===== config.mk =====
export PLATFORM = sky130hd
export DESIGN_NAME = apb_job_master_flat
export DESIGN_NICKNAME = d
export VERILOG_FILES = /design/src/rtl/apb_job_master_if.sv /design/src/rtl/apb_job_master.sv /design/src/flat_wrapper.sv
export SDC_FILE = /design/constraint.sdc
export NUM_CORES = 1
export LEC_CHECK = 0
export ABC_AREA = 1
export CORE_UTILIZATION = 43
export CTS_BUF_LIST = sky130_fd_sc_hd__clkbuf_16
export DETAILED_ROUTE_END_ITERATION = 10
export PLACE_DENSITY = 0.77
export SYNTH_ARGS = -nofsm -noshare
export SYNTH_HDL_FRONTEND = slang
export SYNTH_SLANG_ARGS = --single-unit

===== constraint.sdc =====
create_clock -name clk -period 3.3 [get_ports clk]
set_input_delay 0.495 -clock clk [delete_from_list [all_inputs] [get_ports clk]]
set_output_delay 0.495 -clock clk [all_outputs]
set_load 0.01 [all_outputs]

===== src/rtl/apb_job_master_if.sv =====
// Job descriptor handshake plus APB initiator signals for apb_job_master.
// Latency: none (wires only).
// Backpressure: job_ready_o gates descriptor transfer; pready_i stretches APB ACCESS.
interface apb_job_master_if #(
    parameter int ADDR_WIDTH = 8
);
    logic                  job_valid_i;
    logic                  job_ready_o;
    logic [15:0]           a_addr_i;
    logic [15:0]           b_addr_i;
    logic [15:0]           c_addr_i;
    logic [15:0]           m_i;
    logic [15:0]           n_i;
    logic [15:0]           p_i;
    logic                  psel_o;
    logic                  penable_o;
    logic                  pwrite_o;
    logic [ADDR_WIDTH-1:0] paddr_o;
    logic [31:0]           pwdata_o;
    logic [31:0]           prdata_i;
    logic                  pready_i;
    logic                  pslverr_i;
    logic                  done_o;
    logic                  err_o;

    modport master (
        input  job_valid_i, a_addr_i, b_addr_i, c_addr_i, m_i, n_i, p_i,
        input  prdata_i, pready_i, pslverr_i,
        output job_ready_o, psel_o, penable_o, pwrite_o, paddr_o, pwdata_o,
        output done_o, err_o
    );

    modport slave (
        output job_valid_i, a_addr_i, b_addr_i, c_addr_i, m_i, n_i, p_i,
        output prdata_i, pready_i, pslverr_i,
        input  job_ready_o, psel_o, penable_o, pwrite_o, paddr_o, pwdata_o,
        input  done_o, err_o
    );
endinterface


===== src/rtl/apb_job_master.sv =====
// APB initiator: programs one matmul job (6 config writes, START, poll STATUS.END, clear START).
// Latency: 19 cycles accept-to-done with zero wait states and END set on the first poll.
// Backpressure: job_ready_o only in IDLE; pready_i low holds ACCESS with all APB outputs stable.
module apb_job_master #(
    parameter int ADDR_WIDTH = 8,
    parameter int BASE_ADDR  = 'h00,
    parameter int POLL_GAP   = 4,
    parameter int POLL_LIMIT = 1024
) (
    input  logic                clk,
    input  logic                reset,
    apb_job_master_if.master    bus
);
    localparam int PW = $clog2(POLL_LIMIT + 1);
    localparam int GW = (POLL_GAP < 2) ? 1 : $clog2(POLL_GAP);

    // Step numbering: 0-5 config writes, 6 START, 7 STATUS poll, 8 START clear.
    localparam logic [3:0] STEP_START = 4'd6;
    localparam logic [3:0] STEP_POLL  = 4'd7;
    localparam logic [3:0] STEP_CLEAR = 4'd8;

    typedef enum logic [2:0] {S_IDLE, S_SETUP, S_ACCESS, S_GAP, S_DONE} state_t;

    state_t          state_q, state_d;
    logic [3:0]      step_q, step_d;
    logic [PW-1:0]   poll_q, poll_d;
    logic [PW-1:0]   poll_inc;
    logic [GW-1:0]   gap_q, gap_d;
    logic            err_q, err_d;
    logic [15:0]     a_q, b_q, c_q, m_q, n_q, p_q;
    logic            accept;
    logic [7:0]      step_off;
    logic [31:0]     step_wdata;

    assign accept   = bus.job_valid_i && (state_q == S_IDLE);
    assign poll_inc = poll_q + 1'b1;

    // Register offset for the current step; CTRL is revisited by the clear step.
    always_comb begin
        step_off = 8'h00;
        case (step_q)
            STEP_POLL:  step_off = 8'h1C;
            STEP_CLEAR: step_off = 8'h18;
            default:    step_off = {2'b00, step_q, 2'b00};
        endcase
    end

    // Write data for the current step; descriptor fields are zero-extended.
    always_comb begin
        step_wdata = 32'h0;
        case (step_q)
            4'd0:       step_wdata = {16'h0, a_q};
            4'd1:       step_wdata = {16'h0, b_q};
            4'd2:       step_wdata = {16'h0, c_q};
            4'd3:       step_wdata = {16'h0, m_q};
            4'd4:       step_wdata = {16'h0, n_q};
            4'd5:       step_wdata = {16'h0, p_q};
            STEP_START: step_wdata = 32'h1;
            default:    step_wdata = 32'h0;
        endcase
    end

    // State, step, poll and gap registers; reset drops the APB port immediately.
    always_ff @(posedge clk or posedge reset) begin
        if (reset) begin
            state_q <= S_IDLE;
            step_q  <= '0;
            poll_q  <= '0;
            gap_q   <= '0;
            err_q   <= 1'b0;
        end else begin
            state_q <= state_d;
            step_q  <= step_d;
            poll_q  <= poll_d;
            gap_q   <= gap_d;
            err_q   <= err_d;
        end
    end

    // Descriptor capture on accept; inputs are ignored for the rest of the job.
    always_ff @(posedge clk or posedge reset) begin
        if (reset) begin
            a_q <= '0; b_q <= '0; c_q <= '0;
            m_q <= '0; n_q <= '0; p_q <= '0;
        end else if (accept) begin
            a_q <= bus.a_addr_i; b_q <= bus.b_addr_i; c_q <= bus.c_addr_i;
            m_q <= bus.m_i;      n_q <= bus.n_i;      p_q <= bus.p_i;
        end
    end

    // Next-state and output decode; APB address/data are only driven in SETUP/ACCESS.
    always_comb begin
        state_d         = state_q;
        step_d          = step_q;
        poll_d          = poll_q;
        gap_d           = gap_q;
        err_d           = err_q;
        bus.job_ready_o = 1'b0;
        bus.psel_o      = 1'b0;
        bus.penable_o   = 1'b0;
        bus.pwrite_o    = 1'b0;
        bus.paddr_o     = '0;
        bus.pwdata_o    = 32'h0;
        bus.done_o      = 1'b0;
        bus.err_o       = 1'b0;

        if (state_q == S_SETUP || state_q == S_ACCESS) begin
            bus.psel_o   = 1'b1;
            bus.pwrite_o = (step_q != STEP_POLL);
            bus.paddr_o  = ADDR_WIDTH'(BASE_ADDR) + ADDR_WIDTH'(step_off);
            bus.pwdata_o = step_wdata;
        end

        case (state_q)
            S_IDLE: begin
                bus.job_ready_o = 1'b1;
                if (bus.job_valid_i) begin
                    state_d = S_SETUP;
                    step_d  = '0;
                    poll_d  = '0;
                    gap_d   = '0;
                    err_d   = 1'b0;
                end
            end
            S_SETUP: begin
                state_d = S_ACCESS;
            end
            S_ACCESS: begin
                bus.penable_o = 1'b1;
                if (bus.pready_i) begin
                    if (bus.pslverr_i) begin
                        err_d   = 1'b1;
                        state_d = S_DONE;
                    end else if (step_q == STEP_CLEAR) begin
                        state_d = S_DONE;
                    end else if (step_q == STEP_POLL) begin
                        poll_d = poll_inc;
                        if (bus.prdata_i[0]) begin
                            step_d  = STEP_CLEAR;
                            state_d = S_SETUP;
                        end else if (poll_inc >= PW'(POLL_LIMIT)) begin
                            err_d   = 1'b1;
                            state_d = S_DONE;
                        end else if (POLL_GAP == 0) begin
                            state_d = S_SETUP;
                        end else begin
                            gap_d   = '0;
                            state_d = S_GAP;
                        end
                    end else begin
                        step_d  = step_q + 4'd1;
                        state_d = S_SETUP;
                    end
                end
            end
            S_GAP: begin
                if (gap_q == GW'(POLL_GAP - 1)) begin
                    gap_d   = '0;
                    state_d = S_SETUP;
                end else begin
                    gap_d = gap_q + 1'b1;
                end
            end
            S_DONE: begin
                bus.done_o = 1'b1;
                bus.err_o  = err_q;
                state_d    = S_IDLE;
            end
            default: state_d = S_IDLE;
        endcase
    end
endmodule


===== src/flat_wrapper.sv =====
// flat-port wrapper written by rule: the top's interface ports become plain ports
module apb_job_master_flat 
#(
    parameter int ADDR_WIDTH = 8,
    parameter int BASE_ADDR  = 'h00,
    parameter int POLL_GAP   = 4,
    parameter int POLL_LIMIT = 1024
)
  (clk, reset, bus_job_valid_i, bus_a_addr_i, bus_b_addr_i, bus_c_addr_i, bus_m_i, bus_n_i, bus_p_i, bus_prdata_i, bus_pready_i, bus_pslverr_i, bus_job_ready_o, bus_psel_o, bus_penable_o, bus_pwrite_o, bus_paddr_o, bus_pwdata_o, bus_done_o, bus_err_o);
  apb_job_master_if #(.ADDR_WIDTH(ADDR_WIDTH)) bus_i ();
  input  logic clk;
  input  logic reset;
  input wire logic [$bits(bus_i.job_valid_i)-1:0] bus_job_valid_i;
  input wire logic [$bits(bus_i.a_addr_i)-1:0] bus_a_addr_i;
  input wire logic [$bits(bus_i.b_addr_i)-1:0] bus_b_addr_i;
  input wire logic [$bits(bus_i.c_addr_i)-1:0] bus_c_addr_i;
  input wire logic [$bits(bus_i.m_i)-1:0] bus_m_i;
  input wire logic [$bits(bus_i.n_i)-1:0] bus_n_i;
  input wire logic [$bits(bus_i.p_i)-1:0] bus_p_i;
  input wire logic [$bits(bus_i.prdata_i)-1:0] bus_prdata_i;
  input wire logic [$bits(bus_i.pready_i)-1:0] bus_pready_i;
  input wire logic [$bits(bus_i.pslverr_i)-1:0] bus_pslverr_i;
  output wire logic [$bits(bus_i.job_ready_o)-1:0] bus_job_ready_o;
  output wire logic [$bits(bus_i.psel_o)-1:0] bus_psel_o;
  output wire logic [$bits(bus_i.penable_o)-1:0] bus_penable_o;
  output wire logic [$bits(bus_i.pwrite_o)-1:0] bus_pwrite_o;
  output wire logic [$bits(bus_i.paddr_o)-1:0] bus_paddr_o;
  output wire logic [$bits(bus_i.pwdata_o)-1:0] bus_pwdata_o;
  output wire logic [$bits(bus_i.done_o)-1:0] bus_done_o;
  output wire logic [$bits(bus_i.err_o)-1:0] bus_err_o;
  assign bus_i.job_valid_i = bus_job_valid_i;
  assign bus_i.a_addr_i = bus_a_addr_i;
  assign bus_i.b_addr_i = bus_b_addr_i;
  assign bus_i.c_addr_i = bus_c_addr_i;
  assign bus_i.m_i = bus_m_i;
  assign bus_i.n_i = bus_n_i;
  assign bus_i.p_i = bus_p_i;
  assign bus_i.prdata_i = bus_prdata_i;
  assign bus_i.pready_i = bus_pready_i;
  assign bus_i.pslverr_i = bus_pslverr_i;
  assign bus_job_ready_o = bus_i.job_ready_o;
  assign bus_psel_o = bus_i.psel_o;
  assign bus_penable_o = bus_i.penable_o;
  assign bus_pwrite_o = bus_i.pwrite_o;
  assign bus_paddr_o = bus_i.paddr_o;
  assign bus_pwdata_o = bus_i.pwdata_o;
  assign bus_done_o = bus_i.done_o;
  assign bus_err_o = bus_i.err_o;
  apb_job_master #(.ADDR_WIDTH(ADDR_WIDTH), .BASE_ADDR(BASE_ADDR), .POLL_GAP(POLL_GAP), .POLL_LIMIT(POLL_LIMIT)) u_core (.clk(clk), .reset(reset), .bus(bus_i));
endmodule

==> impl_metrics.csv, run 1 <==
group,metric,value,unit
floorplanning,core-area,13400,um^2
global_routing,grt.overflow.total,0,
worst_setup_path,r2r_start,"u_core.state_q[0]",
floorplanning,fp.dieW,119.7,um
sta,period_share,0.9554,
final_layout,layout.nets,1032,
worst_setup_path,critPathRequiredTime,2.80,ns
placed_design,gp_congestion,0.9213,
power,comb_power_share,0.357,
final_layout,final-seq-area,2928,um^2
global_routing,grt_pass1_vias,5157,
power,p_int,4.225,mW
synth,synthCells,768,
worst_setup_path,crit_start,"u_core.step_q[0]",
power,p_leak,3.848,nW
power,power.switching,2.397,mW
worst_setup_path,endpoint,"bus_pwdata_o[0]",
final_layout,design_area,7926,um^2
routing,vias_per_cell,4.910,
hold_path,hold_depth,2,
global_routing,grt_usage,0.2293,
floorplanning,core.rowCount,42,
routing,drt_iter0_drc,457,
outcome,status,"completed",
worst_setup_path,cp_common_cell,"inv_1",
routing,num_vias,5313,
cts,clockBufferDepth,2,
worst_setup_path,max_stage_delay,0.60,ns
sta,hold_viol_final,0,
global_routing,antenna_found_initial,0,
final_layout,final_cell_mix,"310 x nand2_1, 127 x clkdlybuf4s50_1, 117 x dfrtp_1",
sta,maxSlewViolCount,0,
sta,finalSetupViolCount,0,
sta,period_needed,3.153,ns
routing,route.detailed.drc,0,
synth,synth_area_leaders,"dfrtp_1 49%, nand2_1 20%, inv_1 4.3%",
placed_design,place_area,7292,um^2
power,pwr-share-seq,0.350,
synth,synth_edf_count,0,
final_layout,layout-drive-gt1-share,0.08168,
sta,finClkSkew,0.009643,ns
global_routing,use_met2,0.3490,
global_routing,grt_max_degree,59,
power,swShare,0.3620,
synth,synth_top_cell_by_area,"dfrtp_1",
routing,drt-total-wl,15450,um
job,max_cap_violations,0,
worst_setup_path,worstReg2RegEnd,"u_core.b_q[12]",
routing,dr.pass1.iters,5,
final_layout,antenna-diode-count,0,
floorplanning,io_pins,179,
worst_setup_path,rrSetupSlack,1.18,ns
floorplanning,dieArea,14330,um^2
sta,rsz0062_at_grt,"false",
global_routing,gr-max-usage-layer,"met2",
floorplanning,start_util,0.4444,
worst_setup_path,crit_type,"reg -> out",
synth,synth_seq_cells,117,
sta,tns,0,ns
cts,clk_latency,0.41,ns
global_routing,met3_usage,0.06084,
final_layout,fill_cells,1179,
synth,async_flop_share,1.000,
routing,wire_per_inst,14.28,um
sta,worst_pin_slew,0.6466,ns
sta,holdWs,0.4759,ns
final_layout,final_common_cell,"nand2_1",
synth,netlist_area,5956,um^2
cts,tritoncts,"built",
global_routing,grt_first_pass_wirelength,25280,um
worst_setup_path,cpMaxStageDelayCell,"clkdlybuf4s50_1",
routing,ant_nets,0,
cts,root_buffer,"clkbuf_16",
placed_design,hpwl,10910,um
synth,yosysUniqueCellTypes,39,
floorplanning,dieHeight,119.7,um
cts,cts_setup_buffers,0,
synth,synth_seq_area_share,0.4916,
final_layout,syn_to_final_growth,33.09,%
worst_setup_path,cp_max_fo,16,
final_layout,multi_input_area,2472,um^2
global_routing,met1_usage,0.3060,
hold_path,hold_class,"reg -> reg",
final_layout,final_core_util,0.5915,
worst_setup_path,path_cells,"inv_1 > ha_1 > inv_1 > nor2_2 > buf_4 > nand2_1 > a41oi_1 > clkdlybuf4s50_1",
power,ir_drop,0.0003756,V
cts,hold_buffers,0,
synth,synth.avg_cell_area,7.755,um^2
placed_design,io_buffers,127,
worst_setup_path,worst_setup_path_end_kind,"output pin",
worst_setup_path,crit_arrival,2.66,ns
cts,clk_pin_slew,0.05,ns
sta,relSlewSlack,0.5684,
worst_setup_path,setup.worst_path.start_class,"flip-flop",
sta,fin_ws,0.1472,ns
synth,yosysTopAreaCellShare,0.4916,
sta,max_freq,317.2,MHz
synth,ys.flop_type,"dfrtp_1",
placed_design,place_ws,0.5326,ns
power,clkPwrFrac,0.293,
power,powerDensity,835.6,nW/um^2
synth,yosysWarnings,0,
cts,numCtsBuffers,17,
cts,cts_max_level,4,
worst_setup_path,timing.reg2reg.worst_path_depth,8,
cts,cts_num_sinks,117,
==> power by group through the flow <==
| stage | sequential, mW | clock (mW) | combinational (mW) |
|---|---|---|---|
| floorplan | 2.26 | 0 | 1.65 |
| global placement | 2.30 | 0 | 2.30 |
| detailed placement | 2.33 | 0 | 2.35 |
| CTS | 2.31 | 1.96 | 2.38 |
| global route | 2.38 | 2.03 | 2.67 |
| finish | 2.32 | 1.94 | 2.37 |
==> metrics by stage <==
step	total power, mW	std cells
after floorplan	3.909	787
after global placement	4.603	1050
after detailed placement	4.680	1050
after CTS	6.651	1082
after global routing	7.075	1082
final	6.623	1082
==> cells in the mapped netlist (14+ instances only) <==
cell,n
buf_2,21
buf_4,25
dfrtp_1,117
inv_1,69
nand2_1,310
nand3_1,37
nor2_1,33
nor3_1,14
o21ai_0,48
o21ai_1,17
==> state kept, by name, summed over array words and instances, names as in the netlist <==
| register | flops |
|---|---|
| u_core.gap_q | 2 |
| u_core.state_q | 3 |
| u_core.m_q | 16 |
| u_core.poll_q | 11 |
| u_core.c_q | 16 |
| u_core.err_q | 1 |
| u_core.step_q | 4 |
| u_core.n_q | 16 |
| u_core.b_q | 16 |
| u_core.a_q | 16 |
| u_core.p_q | 16 |
==> worst max-delay path, delay by kind of cell (launching register included) <==
family | cells | cell delay, ns
buf+inv | 4 | 1.05
simple gates | 2 | 0.18
fa+ha+maj | 1 | 0.28
flops | 1 | 0.41
compound gates | 1 | 0.33
==> metal layers <==
layer | up-vias | wire length (um)
li1 | 2619 | -
met1 | 2445 | 6848
met2 | 221 | 6926
met3 | 28 | 1222
met4 | 0 | 450
met5 | - | 0
==> what timing repair did <==
action,4_1_cts,5_1_grt
endpoints found under the hold margin,0,0
endpoints found under the setup margin,0,10
resized for setup,0,2
==> cell type report <==
type	instances	area share
flip-flops and latches	117	0.3694
well taps	176	0.02778
repair buffers	139	0.1749
multi-input cells	542	0.3119
inverters	76	0.03662
clock inverters	15	0.02573
clock buffers	17	0.05367
==> kinds of logic after synthesis <==
logic type | Yosys count | share of synthesized area
XOR/XNOR | 7 | 0.01029
AND/OR/NAND/NOR | 418 | 0.2899
adder cells (fa/ha/maj) | 6 | 0.01260
AO/OA/AOI/OAI | 91 | 0.08887
buffers and inverters | 128 | 0.1061
other | 1 | 0.0006296
flip-flops | 117 | 0.4916
==> worst min path at each step <==
stage | startpoint | endpoint | slack [ns]
finish | u_core.gap_q[1] | u_core.gap_q[1] | 0.48
global route | u_core.gap_q[1] | u_core.gap_q[1] | 0.49
CTS | u_core.p_q[12] | u_core.p_q[12] | 0.48
detailed placement | u_core.m_q[2] | u_core.m_q[2] | 0.47
global placement | u_core.gap_q[1] | u_core.gap_q[1] | 0.46
floorplan | u_core.gap_q[1] | u_core.gap_q[1] | 0.45
No activity file was read; power rests on OpenSTA's default activity.
==> run 2: changes to the inputs <==
==> constraint.sdc (replaced) <==
create_clock -name clk -period 3.3 [get_ports clk]
set_input_delay 0.66 -clock clk [delete_from_list [all_inputs] [get_ports clk]]
set_output_delay 0.66 -clock clk [all_outputs]
set_load 0.01 [all_outputs]
==> run 2 against run 1 <==
Effect of this change:
- first-iteration DRC count is 18% lower
- maximum frequency fell by 0.14%
- clock skew is 0.0024 ns lower
- non-clock buffer count up 5
- utilization grew 0.16 points
- global-route usage shrank 0.11 points
- routed wire length about the same
- flip-flop and latch count stayed put
==> impl_metrics.csv, run 2 (synthesis gave the netlist of run 1 again) <==
group,metric,value,unit
global_routing,antenna_found_initial,0,
routing,ant_nets,0,
routing,dr.pass1.iters,5,
final_layout,final_cells,1087,
worst_setup_path,setup.worst_path.start_class,"flip-flop",
hold_path,holdPathEnd,"u_core.m_q[14]",
cts,clk_pin_slew,0.06,ns
floorplanning,io_pins,179,
hold_path,hold_class,"reg -> reg",
routing,route.detailed.drc,0,
worst_setup_path,rrSetupSlack,1.25,ns
routing,wire_per_inst,14.21,um
power,powerDensity,812.9,nW/um^2
final_layout,layout.nets,1037,
routing,routed.top_layer,"met4",
routing,wl_met1,7230,um
floorplanning,dieArea,14330,um^2
job,max_cap_violations,0,
global_routing,grt_first_pass_wirelength,24960,um
worst_setup_path,cp_max_fo,8,
hold_path,hold_start,"u_core.m_q[14]",
routing,num_vias,5249,
placed_design,io_buffers,127,
cts,cts_max_level,4,
routing,wl_met3,949,um
worst_setup_path,crit_arrival,2.50,ns
placed_design,gp_congestion,0.9047,
sta,worst_pin_slew,0.6873,ns
floorplanning,start_util,0.4444,
floorplanning,core-area,13400,um^2
sta,period_share,0.9567,
global_routing,grt_usage,0.2282,
final_layout,layout-drive-gt1-share,0.09330,
floorplanning,fp.dieW,119.7,um
global_routing,grt_max_degree,65,
sta,maxSlewViolCount,0,
sta,period_needed,3.157,ns
final_layout,final_common_cell,"nand2_1",
sta,max_freq,316.7,MHz
worst_setup_path,r2r_start,"u_core.state_q[0]",
floorplanning,dieHeight,119.7,um
final_layout,final_cell_mix,"309 x nand2_1, 122 x clkdlybuf4s50_1, 117 x dfrtp_1",
worst_setup_path,worstReg2RegEnd,"u_core.a_q[7]",
final_layout,design_area,7948,um^2
worst_setup_path,critPathRequiredTime,2.64,ns
floorplanning,core.rowCount,42,
worst_setup_path,timing.reg2reg.worst_path_depth,7,
cts,tritoncts,"built",
cts,numCtsBuffers,17,
routing,drt_iter0_drc,375,
routing,vias_per_cell,4.829,
global_routing,grt_pass1_vias,5009,
power,p_leak,3.938,nW
worst_setup_path,crit_type,"reg -> out",
sta,relSlewSlack,0.5418,
routing,drt-total-wl,15440,um
final_layout,syn_to_final_growth,33.45,%
global_routing,grt.overflow.total,0,
sta,finClkSkew,0.007250,ns
cts,clockBufferDepth,2,
routing,route.met2.wl,6981,um
outcome,status,"completed",
cts,cts_num_sinks,117,
sta,finalSetupViolCount,0,
power,ir_drop,0.0004534,V
placed_design,hpwl,10930,um
final_layout,antenna-diode-count,0,
sta,hold_viol_final,0,
cts,root_buffer,"clkbuf_16",
placed_design,place_area,7310,um^2
hold_path,hold_depth,2,
worst_setup_path,worst_setup_path_end_kind,"output pin",
placed_design,dp_cells,1054,
cts,clk_latency,0.42,ns
run 2: cell count changes in the layout (fill, tap and decap cells not counted), sizes merged:
cell,change
buf,+5
bufinv,-2
clkdlybuf4s50,-5
clkinv,+2
dlymetal6s2s,+5
run 2: routing by layer:
metal | up-vias | track usage
li1 | 2634 | -
met1 | 2427 | 0.3152
met2 | 171 | 0.3436
met3 | 17 | 0.05894
met4 | 0 | 0.08672
met5 | - | 0
run 2: final cells by class:
| type | count | area, um^2 |
|---|---|---|
| clock buffer | 17 | 425.4 |
| clock inverter | 15 | 140.1 |
| fill | 1192 | 5453 |
| inverter | 76 | 290.3 |
| multi-input combinational | 542 | 2512 |
| sequential | 117 | 2928 |
| tap | 176 | 220.2 |
| timing repair buffer | 144 | 1431 |
run 2: worst max-delay path by stage:
stage	slack, ns	end	startpoint
floorplan	1.09	bus_pwdata_o[0]	u_core.step_q[0]
global placement	0.36	bus_pwdata_o[10]	u_core.step_q[0]
detailed placement	0.32	bus_pwdata_o[10]	u_core.step_q[0]
CTS	0.005	bus_pwdata_o[10]	u_core.step_q[0]
global route	-0.01	bus_pwdata_o[12]	u_core.step_q[1]
finish	0.14	bus_pwdata_o[6]	u_core.step_q[1]
run 2: worst max-delay path, stage by stage (launching register included):
cell,delay [ns]
dfrtp_1,0.42
inv_1,0.12
ha_1,0.19
inv_1,0.08
nor2_4,0.17
buf_4,0.18
nand2_1,0.06
nand2_1,0.13
nor3_1,0.08
nor2_1,0.10
clkdlybuf4s50_1,0.55
run 2: power breakdown:
part / leakage (nW) / internal (mW) / total, mW / switching, mW
combinational: 2.18 / 0.937 / 2.39 / 1.45
sequential: 1.47 / 2.04 / 2.32 / 0.277
clock: 0.281 / 1.10 / 1.75 / 0.655
run 2: metrics by stage:
step                setup slack [ns]  utilization  setup TNS (ns)  power [mW]  hold slack [ns]
global route                -0.01491       0.5931        -0.01491       6.924           0.4878
finish                        0.1428       0.5931               0       6.461           0.4776
global placement              0.3633       0.5455               0       4.616           0.4602
CTS                         0.004577       0.5886               0       6.477           0.4813
floorplan                      1.095            -               0       3.909           0.4459
detailed placement            0.3217       0.5455               0       4.688           0.4659
run 2: what timing repair did:
item | 4_1_cts | 5_1_grt
pin swaps | 1 | 2
setup endpoints to repair | 14 | 16
buffers inserted | 0 | 1
hold buffers | 0 | 0
resized for setup | 4 | 14
